`src/rtl/tpu_pkg.sv`:
```
// Shared definitions for the tpumac systolic array and its feeders.
// Holds the default operand width and array dimension plus the
// operand/row typedefs used across the MAC datapath.
package tpu_pkg;

    localparam int unsigned BITS_AB_DEF = 8;
    localparam int unsigned DIM_DEF     = 8;

    typedef logic signed [BITS_AB_DEF-1:0] a_t;
    typedef a_t [DIM_DEF-1:0]              a_row_t;

endpackage

```
`src/rtl/skew_delay_line.sv`:
```
// Enable-gated delay line of DEPTH register stages, reset to zero.
// DEPTH = 0 degenerates to a straight wire from d to q.
module skew_delay_line #(
    parameter int unsigned DEPTH = 1,
    parameter int unsigned BITS  = 8
) (
    input  logic            clk,
    input  logic            rst_n,
    input  logic            en,
    input  logic [BITS-1:0] d,
    output logic [BITS-1:0] q
);

    if (DEPTH == 0) begin : g_wire
        // Clock, reset and enable have no role in a zero-depth lane.
        logic unused;
        assign unused = &{1'b0, clk, rst_n, en};
        assign q = d;
    end else begin : g_regs
        logic [BITS-1:0] stage [DEPTH];

        // Shift one stage per enabled cycle; stage 0 takes the new sample.
        always_ff @(posedge clk or negedge rst_n) begin
            if (!rst_n) begin
                for (int unsigned i = 0; i < DEPTH; i++) begin
                    stage[i] <= '0;
                end
            end else if (en) begin
                stage[0] <= d;
                for (int unsigned i = 1; i < DEPTH; i++) begin
                    stage[i] <= stage[i-1];
                end
            end
        end

        assign q = stage[DEPTH-1];
    end

endmodule

```
`src/rtl/mac_row_skewer.sv`:
```
// Input-side feeder for the tpumac systolic array. Holds a DIM x DIM tile
// of A operands and emits one column per enabled cycle, row r delayed by
// r cycles so the diagonal wavefront meets each MAC row on time.
// Optional feature: define MAC_ROW_SKEWER_DONE_EN to add the drain counter
// driving 'done'; otherwise 'done' is tied low.
module mac_row_skewer
    import tpu_pkg::*;
#(
    parameter int unsigned BITS_AB = BITS_AB_DEF,
    parameter int unsigned DIM     = DIM_DEF
) (
    input  logic                           clk,
    input  logic                           rst_n,
    input  logic                           en,
    input  logic                           WrEn,
    input  logic [$clog2(DIM)-1:0]         Arow,
    input  logic signed [DIM*BITS_AB-1:0]  Ain,
    output logic signed [DIM*BITS_AB-1:0]  Aout,
    output logic                           done
);

    localparam int unsigned AW = $clog2(DIM);

    logic [BITS_AB-1:0] rowbuf [DIM][DIM];
    logic [BITS_AB-1:0] lane_q [DIM];
    logic [DIM-1:0]     wr_sel;

    // One-hot row select; an out-of-range Arow selects nothing.
    always_comb begin
        wr_sel = '0;
        for (int unsigned r = 0; r < DIM; r++) begin
            wr_sel[r] = WrEn && (Arow == AW'(r));
        end
    end

    // Row buffers: the written row loads (and does not shift), every other
    // row shifts toward its head on en, back-filling zeros.
    always_ff @(posedge clk or negedge rst_n) begin
        if (!rst_n) begin
            for (int unsigned r = 0; r < DIM; r++) begin
                for (int unsigned c = 0; c < DIM; c++) begin
                    rowbuf[r][c] <= '0;
                end
            end
        end else begin
            for (int unsigned r = 0; r < DIM; r++) begin
                if (wr_sel[r]) begin
                    for (int unsigned c = 0; c < DIM; c++) begin
                        rowbuf[r][c] <= Ain[c*BITS_AB +: BITS_AB];
                    end
                end else if (en) begin
                    for (int unsigned c = 0; c < DIM - 1; c++) begin
                        rowbuf[r][c] <= rowbuf[r][c+1];
                    end
                    rowbuf[r][DIM-1] <= '0;
                end
            end
        end
    end

    // Lane r delays its row head by r enabled cycles. Every lane shifts on
    // en, including a lane whose row is being written in the same cycle, so
    // it captures the pre-write head.
    for (genvar r = 0; r < DIM; r++) begin : g_lane
        skew_delay_line #(
            .DEPTH (r),
            .BITS  (BITS_AB)
        ) u_dl (
            .clk   (clk),
            .rst_n (rst_n),
            .en    (en),
            .d     (rowbuf[r][0]),
            .q     (lane_q[r])
        );

        assign Aout[r*BITS_AB +: BITS_AB] = lane_q[r];
    end

`ifdef MAC_ROW_SKEWER_DONE_EN
    localparam int unsigned    CW      = $clog2(2 * DIM);
    localparam logic [CW-1:0]  CNT_MAX = CW'(2 * DIM - 1);

    logic [CW-1:0] drain_cnt;

    // Count enabled cycles since the last write, saturating once drained.
    always_ff @(posedge clk or negedge rst_n) begin
        if (!rst_n) begin
            drain_cnt <= '0;
        end else if (WrEn) begin
            drain_cnt <= '0;
        end else if (en && (drain_cnt != CNT_MAX)) begin
            drain_cnt <= drain_cnt + CW'(1);
        end
    end

    assign done = (drain_cnt == CNT_MAX);
`else
    assign done = 1'b0;
`endif

endmodule

```
`config.mk`:
```
export PLATFORM = sky130hd
export DESIGN_NAME = mac_row_skewer
export DESIGN_NICKNAME = d
export VERILOG_FILES = /design/src/rtl/tpu_pkg.sv /design/src/rtl/skew_delay_line.sv /design/src/rtl/mac_row_skewer.sv
export SDC_FILE = /design/constraint.sdc
export NUM_CORES = 1
export LEC_CHECK = 0
export ABC_AREA = 0
export CAP_MARGIN = 20
export CORE_MARGIN = 1.5
export CORE_UTILIZATION = 60
export DETAILED_ROUTE_END_ITERATION = 8
export GPL_TIMING_DRIVEN = 1
export PLACE_DENSITY = 0.79
export SYNTH_ARGS = -nofsm -noshare
export SYNTH_HDL_FRONTEND = slang
export SYNTH_HIERARCHICAL = 1
export SYNTH_SLANG_ARGS = --single-unit
```
`constraint.sdc`:
```
create_clock -name clk -period 1.3 [get_ports clk]
set_input_delay 0.26 -clock clk [delete_from_list [all_inputs] [get_ports clk]]
set_output_delay 0.26 -clock clk [all_outputs]
set_load 0.05 [all_outputs]
```
# Word-level counts from Yosys, hierarchy flattened
# Index checks and enable logic that the tools add are counted.
[word_totals]
reg_bits = 736
inputBits = 71
out_inout_bits = 65
wordCells = 132
[classes]
n_eq_ne = 7
muxes = 16
reduce_logical = 17
[op_table]
columns = ["op", "n"]
rows = [
  ["2-to-1 mux 64 bit", 16],
  ["nonzero test 2 bit", 8],
  ["== test 3 bit, second input constant", 4],
  ["logical AND 1 bit", 8],
  ["== test 3 x 2 -> 1 bit, second input constant", 2],
  ["== test 3 x 1 -> 1 bit, second input constant", 1],
  ["zero test 3 bit", 1],
]

# Depth between registers and ports, before layout
[depth]
depth_word = 3
depth_mapped = 5
ltp_nobuf = 2

# Hierarchy
# Netlist, hierarchy kept.
[modules_own_cells]
columns = ["module", "instances", "cells_per_inst", "area_each_um2", "seq_area_each_um2"]
rows = [
  ["mac_row_skewer", 1, 1658, 24905.1, 12812.3],
  ["skew_delay_line at g_lane[7].u_dl", 1, 126, 2303.5, 1401.3],
  ["skew_delay_line at g_lane[6].u_dl", 1, 109, 1920.6, 1201.2],
  ["skew_delay_line at g_lane[5].u_dl", 1, 92, 1556.5, 1001.0],
  ["skew_delay_line at g_lane[4].u_dl", 1, 76, 1405.1, 800.8],
  ["skew_delay_line at g_lane[3].u_dl", 1, 59, 1057.3, 600.6],
  ["skew_delay_line at g_lane[2].u_dl", 1, 42, 709.4, 400.4],
  ["skew_delay_line at g_lane[1].u_dl", 1, 17, 331.6, 200.2],
  ["skew_delay_line at g_lane[0].u_dl", 1, 8, 60.1, 0.0],
]

# Worst setup path before layout
# OpenSTA, ideal clock, no wires.
[synth_path]
path_type = "input-to-reg"
startpoint = "input port en"
endpoint = "register rowbuf[143] (netlist bit)"
setup_ns = 0.125
t_arrival_ns = 1.520
required_ns = 1.175
path_slack_ns = -0.344
path_stages = 5
n_path_buf = 3
path_cell_list = "clkbuf_1 -> clkbuf_1 -> buf_2 -> mux2_2 -> mux2_2"
[synth_via]
elab_chain_len = 1
[synth_lines]
columns = ["item", "line_no", "source"]
rows = [
  ["from (decl)", "mac_row_skewer.sv:14", "input logic en,"],
  ["nonzero test 2 bit (no line)", "--", ""],
  ["to (signal, indexed assignment)", "mac_row_skewer.sv:49", "rowbuf[r][c] <= Ain[c*BITS_AB +: BITS_AB];"],
  ["to (signal, indexed assignment)", "mac_row_skewer.sv:53", "rowbuf[r][c] <= rowbuf[r][c+1];"],
  ["to (decl)", "mac_row_skewer.sv:24", "logic [BITS_AB-1:0] rowbuf [DIM][DIM];"],
]
# No other way between the ends.
# A chain may end at the register's enable or synchronous reset.

# Final worst setup path
[layout_path]
startpoint = "register rowbuf[505] (netlist bit)"
endpoint = "output port Aout[1]"
[layout_rtl]
columns = ["item", "line_no", "source"]
rows = [
  ["to (decl)", "mac_row_skewer.sv:18", "output logic signed [DIM*BITS_AB-1:0] Aout,"],
]
# No word-level cell between the ends.

==> out/summary.md <==
The run finished, with violations left. The checks that failed: negative setup slack. After Yosys synthesis, full adders, half adders and majority gates account for 0% of the synthesized area. Of all cell types, the one taking the most synthesized area is sky130_fd_sc_hd__dfrtp_1. The type of the worst min-delay path was input port to async pin.

The clock tree skew after final layout was 0.0228 ns; the mean area per synthesized cell was 15.7 um^2. The sequential cell area in the final layout is 18400 um^2. Counting the buffers created by CTS gives 76. The die is 242 um tall. For the post-detailed-placement half-perimeter wirelength, the log shows 53600 um. The run gives 0 as the antenna diode count. The critical path buffer and inverter count works out to 1.

Clock-pin slew was measured on the worst setup and hold paths at 0.06 ns. The final period utilization was 116%; the maximum clock frequency was 663 MHz. For the initial antenna violation count, the log shows 0. Setup total negative slack on the finished layout was measured at -9.42 ns. The slowest stage of the critical path belongs to the cell sky130_fd_sc_hd__dfrtp_2.

By area, the combinational part of the netlist is dominated by multiplexers. For the total number of yosys warnings, the log shows 6. Of the post-synthesis cell area, the dominant cell type holds 53.8%.

The worst-case IR drop observed on VDD is 1350 uV. Data on the critical path is required at its endpoint by 1.04 ns. The tools report the synthesized net count as 2258. The final net count was 2545. The placed standard-cell area is 41000 um^2, and the number of global-route vias before repair is 20275.

In this run the tool buffered the top-level ports with 134 buffer cells. Final-report max-slew violation count: 0. The synthesized netlist devotes 0% of its cell area to compound gates. Setup violations remaining at the end of the flow were counted as 66. Final non-filler cell total: 3286. The tools report the total design power as 77.6 mW. In the routed layout, each cell is associated on average with a via count of 5.70.

The total overflow left after global routing is 0. Final period demand of the worst path: 1.51 ns. For the number of distinct standard cells referenced by the synthesized netlist, the log shows 14. From synthesis to final layout, the design area changed by 28.7%.

The worst reg2reg path depth came out at 4. The core region is 56400 um^2. The logs give 3040 for the number of filler cells placed in the layout and 60.7% for the starting utilization of the core area. In this run, synthesis produced a sequential element count of 736. The tools report the number of sinks driven by the clock tree as 736. The tools report the capturing element of the worst setup path as Aout[1]. The run gives -0.208 ns as the worst setup slack after layout. The CTS root buffer is sky130_fd_sc_hd__clkbuf_16. The logic depth of the worst path, buffers included works out to 1. STA classifies the critical path endpoint as an output port. Summed over all layers, the routed wires come to 79000 um.

Kind of start point of the critical path: a flop. The critical setup path kind was flop to output port. For this block, the initial DRC count from the detailed router was 1010.

Summed over all cells, the static leakage comes to 22.8 nW. The count of boundary I/O pins was 136; the ratio of total power to cell area was 1760 nW/um^2. Measured along the x axis, the die boundary spans 242 um. The synthesized netlist devotes 0% of its cell area to XOR and XNOR gates. The first detailed-routing pass took 4 iterations.

Proportion of synthesized area in mux cells: 41.0%. Among cell families on the critical path, the largest total delay comes from flip-flops. In this run the critical register-to-register path is launched from rowbuf[510].

Of the cells placed in the final design, the portion with a size suffix greater than 1 is 64.7%. The logs give 0 for the final antenna-violating net count and 3 for the total number of H-tree levels. In this run the cell area of the synthesized design comes to 34200 um^2. Including well taps, the total number of placed cells is 3091. The routed wirelength normalized by instance count came out at 24.0 um.

The final standard cell area without fillers came out at 44100 um^2. Setup slack on the worst reg-to-reg path comes out at -0.02 ns. After synthesis, the cell types taking the most area are sky130_fd_sc_hd__dfrtp_1 54%, sky130_fd_sc_hd__mux2_2 33%, sky130_fd_sc_hd__mux2_4 8.2%. The multi-input combinational cells in the finished layout cover a total of 17300 um^2. For this run, the slowest stage of the critical path takes 0.46 ns. The worst register-to-register path ends at rowbuf[510]. The first global-routing pass estimated 125000 um of wire.

The tools report the pin count of the biggest net entering global routing as 78. The max capacitance violation total is 0. The detailed router placed 18714 vias in this run. Row generation in the floorplan step produced 87 rows. The clock reaches the later pin of the worst-skew pair after 0.62 ns. For the post-synthesis cell count, the log shows 2187.

The critical path goes through buf_12. The synthesized netlist devotes 1.39% of its cell area to simple gates. Data on the critical path arrives at its endpoint at 1.25 ns. For the DRC violation count after routing, the log shows 0.

In this run the worst path has a maximum fanout of 2. The tools report the maximum number of buffers from clock root to sink as 3. The count of endpoints failing hold in the final timing report was 0. TritonCTS built the clock tree.

The first element of the critical path was rowbuf[505]. The die covers 58500 um^2. Setup repair after global routing could not meet its margin everywhere. The sequential-to-total area share from yosys stat came out at 53.8%. Across every metal layer, demand over resource in global routing totals 27.5%. Routability-driven placement finished with a final weighted congestion of 0.796.
cell families after synthesis:
family	after synthesis
muxes	1184
DFF	736
buffers and inverters	194
and+or+nand+nor	72
other	1
layer usage:
metal	global-route usage, %	share of wire (%)	vias up
met5	0	0	-
met4	8.57	2.9	0
met3	3.66	2.8	124
met2	44.9	49	292
met1	38.4	46	9929
li1	-	-	8369
where the power goes:
part,internal (mW),switching [mW],total (mW)
combinational,14.5,7.68,22.2
sequential,28.5,4.62,33.1
clock,13.5,8.81,22.3
total,56.5,21.1,77.6
per-stage QoR:
| stage | utilization, % | setup slack (ns) | hold WS, ns |
|---|---|---|---|
| final | 78.2 | -0.208 | 0.0933 |
| after global placement | 72.8 | -0.731 | 0.138 |
| after detailed placement | 72.8 | -0.761 | 0.136 |
| after CTS | 77.9 | -0.207 | 0.0841 |
| after floorplan | - | -0.203 | -0.0356 |
| after global routing | 78.2 | -0.233 | 0.0938 |
flip-flops by register name (all words and copies together), names as in the netlist:
name,count
g_lane.u_dl/q,56
g_lane.u_dl/g_regs.stage,168
rowbuf,512
worst min-delay path by stage:
stage | from | end | slack [ns] | cells past startpoint
final | rst_n | g_lane[3].u_dl/q[1] | 0.09 | 2
after global placement | rst_n | g_lane[3].u_dl/q[1] | 0.14 | 1
after global routing | rst_n | g_lane[3].u_dl/q[1] | 0.09 | 2
after detailed placement | rst_n | g_lane[3].u_dl/q[1] | 0.14 | 1
after floorplan | rst_n | g_lane[1].u_dl/q[0] | -0.04 | 0
after CTS | rst_n | g_lane[3].u_dl/q[1] | 0.08 | 2
Yosys cell counts:
| cell type | instances |
|---|---|
| sky130_fd_sc_hd__clkbuf_1 | 25 |
| sky130_fd_sc_hd__buf_4 | 58 |
| sky130_fd_sc_hd__dfrtp_1 | 736 |
| sky130_fd_sc_hd__conb_1 | 1 |
| sky130_fd_sc_hd__mux2_4 | 188 |
| sky130_fd_sc_hd__nand4b_1 | 3 |
| sky130_fd_sc_hd__buf_12 | 6 |
| sky130_fd_sc_hd__nor2b_1 | 64 |
| sky130_fd_sc_hd__nand4bb_1 | 3 |
| sky130_fd_sc_hd__or4b_1 | 1 |
| sky130_fd_sc_hd__nand4_1 | 1 |
| sky130_fd_sc_hd__buf_6 | 22 |
| sky130_fd_sc_hd__mux2_2 | 996 |
| sky130_fd_sc_hd__buf_2 | 83 |
area by class of cell:
class                           count  share of cell area, %
Sequential cell                   736                   41.8
Multi-Input combinational cell   1257                   39.3
Timing Repair Buffer              403                   11.0
Clock buffer                      117                   5.20
Tap cell                          756                   2.15
Clock inverter                     17                  0.605
placed cells by master (no fill, tap or decap), types with 2 or more instances in the layout:
master,synthesis,routed
sky130_fd_sc_hd__nand4b_1,3,3
sky130_fd_sc_hd__buf_8,0,2
sky130_fd_sc_hd__dfrtp_2,0,3
sky130_fd_sc_hd__mux2_4,188,916
sky130_fd_sc_hd__clkbuf_16,0,79
sky130_fd_sc_hd__buf_12,6,129
sky130_fd_sc_hd__clkbuf_1,25,21
sky130_fd_sc_hd__buf_4,58,202
sky130_fd_sc_hd__clkbuf_8,0,17
sky130_fd_sc_hd__mux2_2,996,268
sky130_fd_sc_hd__nor2b_1,64,64
sky130_fd_sc_hd__clkdlybuf4s50_1,0,64
sky130_fd_sc_hd__dlygate4sd2_1,0,4
sky130_fd_sc_hd__dfrtp_1,736,733
sky130_fd_sc_hd__nand4bb_4,0,3
sky130_fd_sc_hd__clkinv_2,0,8
sky130_fd_sc_hd__bufinv_16,0,7
timing repair:
item,in CTS,in global routing
setup buffers,41,18
hold buffers,1,0
endpoints found under the hold margin,399,0
pin swaps,1,0
setup endpoints to repair,293,64
gates resized for setup,9,1
cloned,1,0
(Power assumes the default switching activity.)
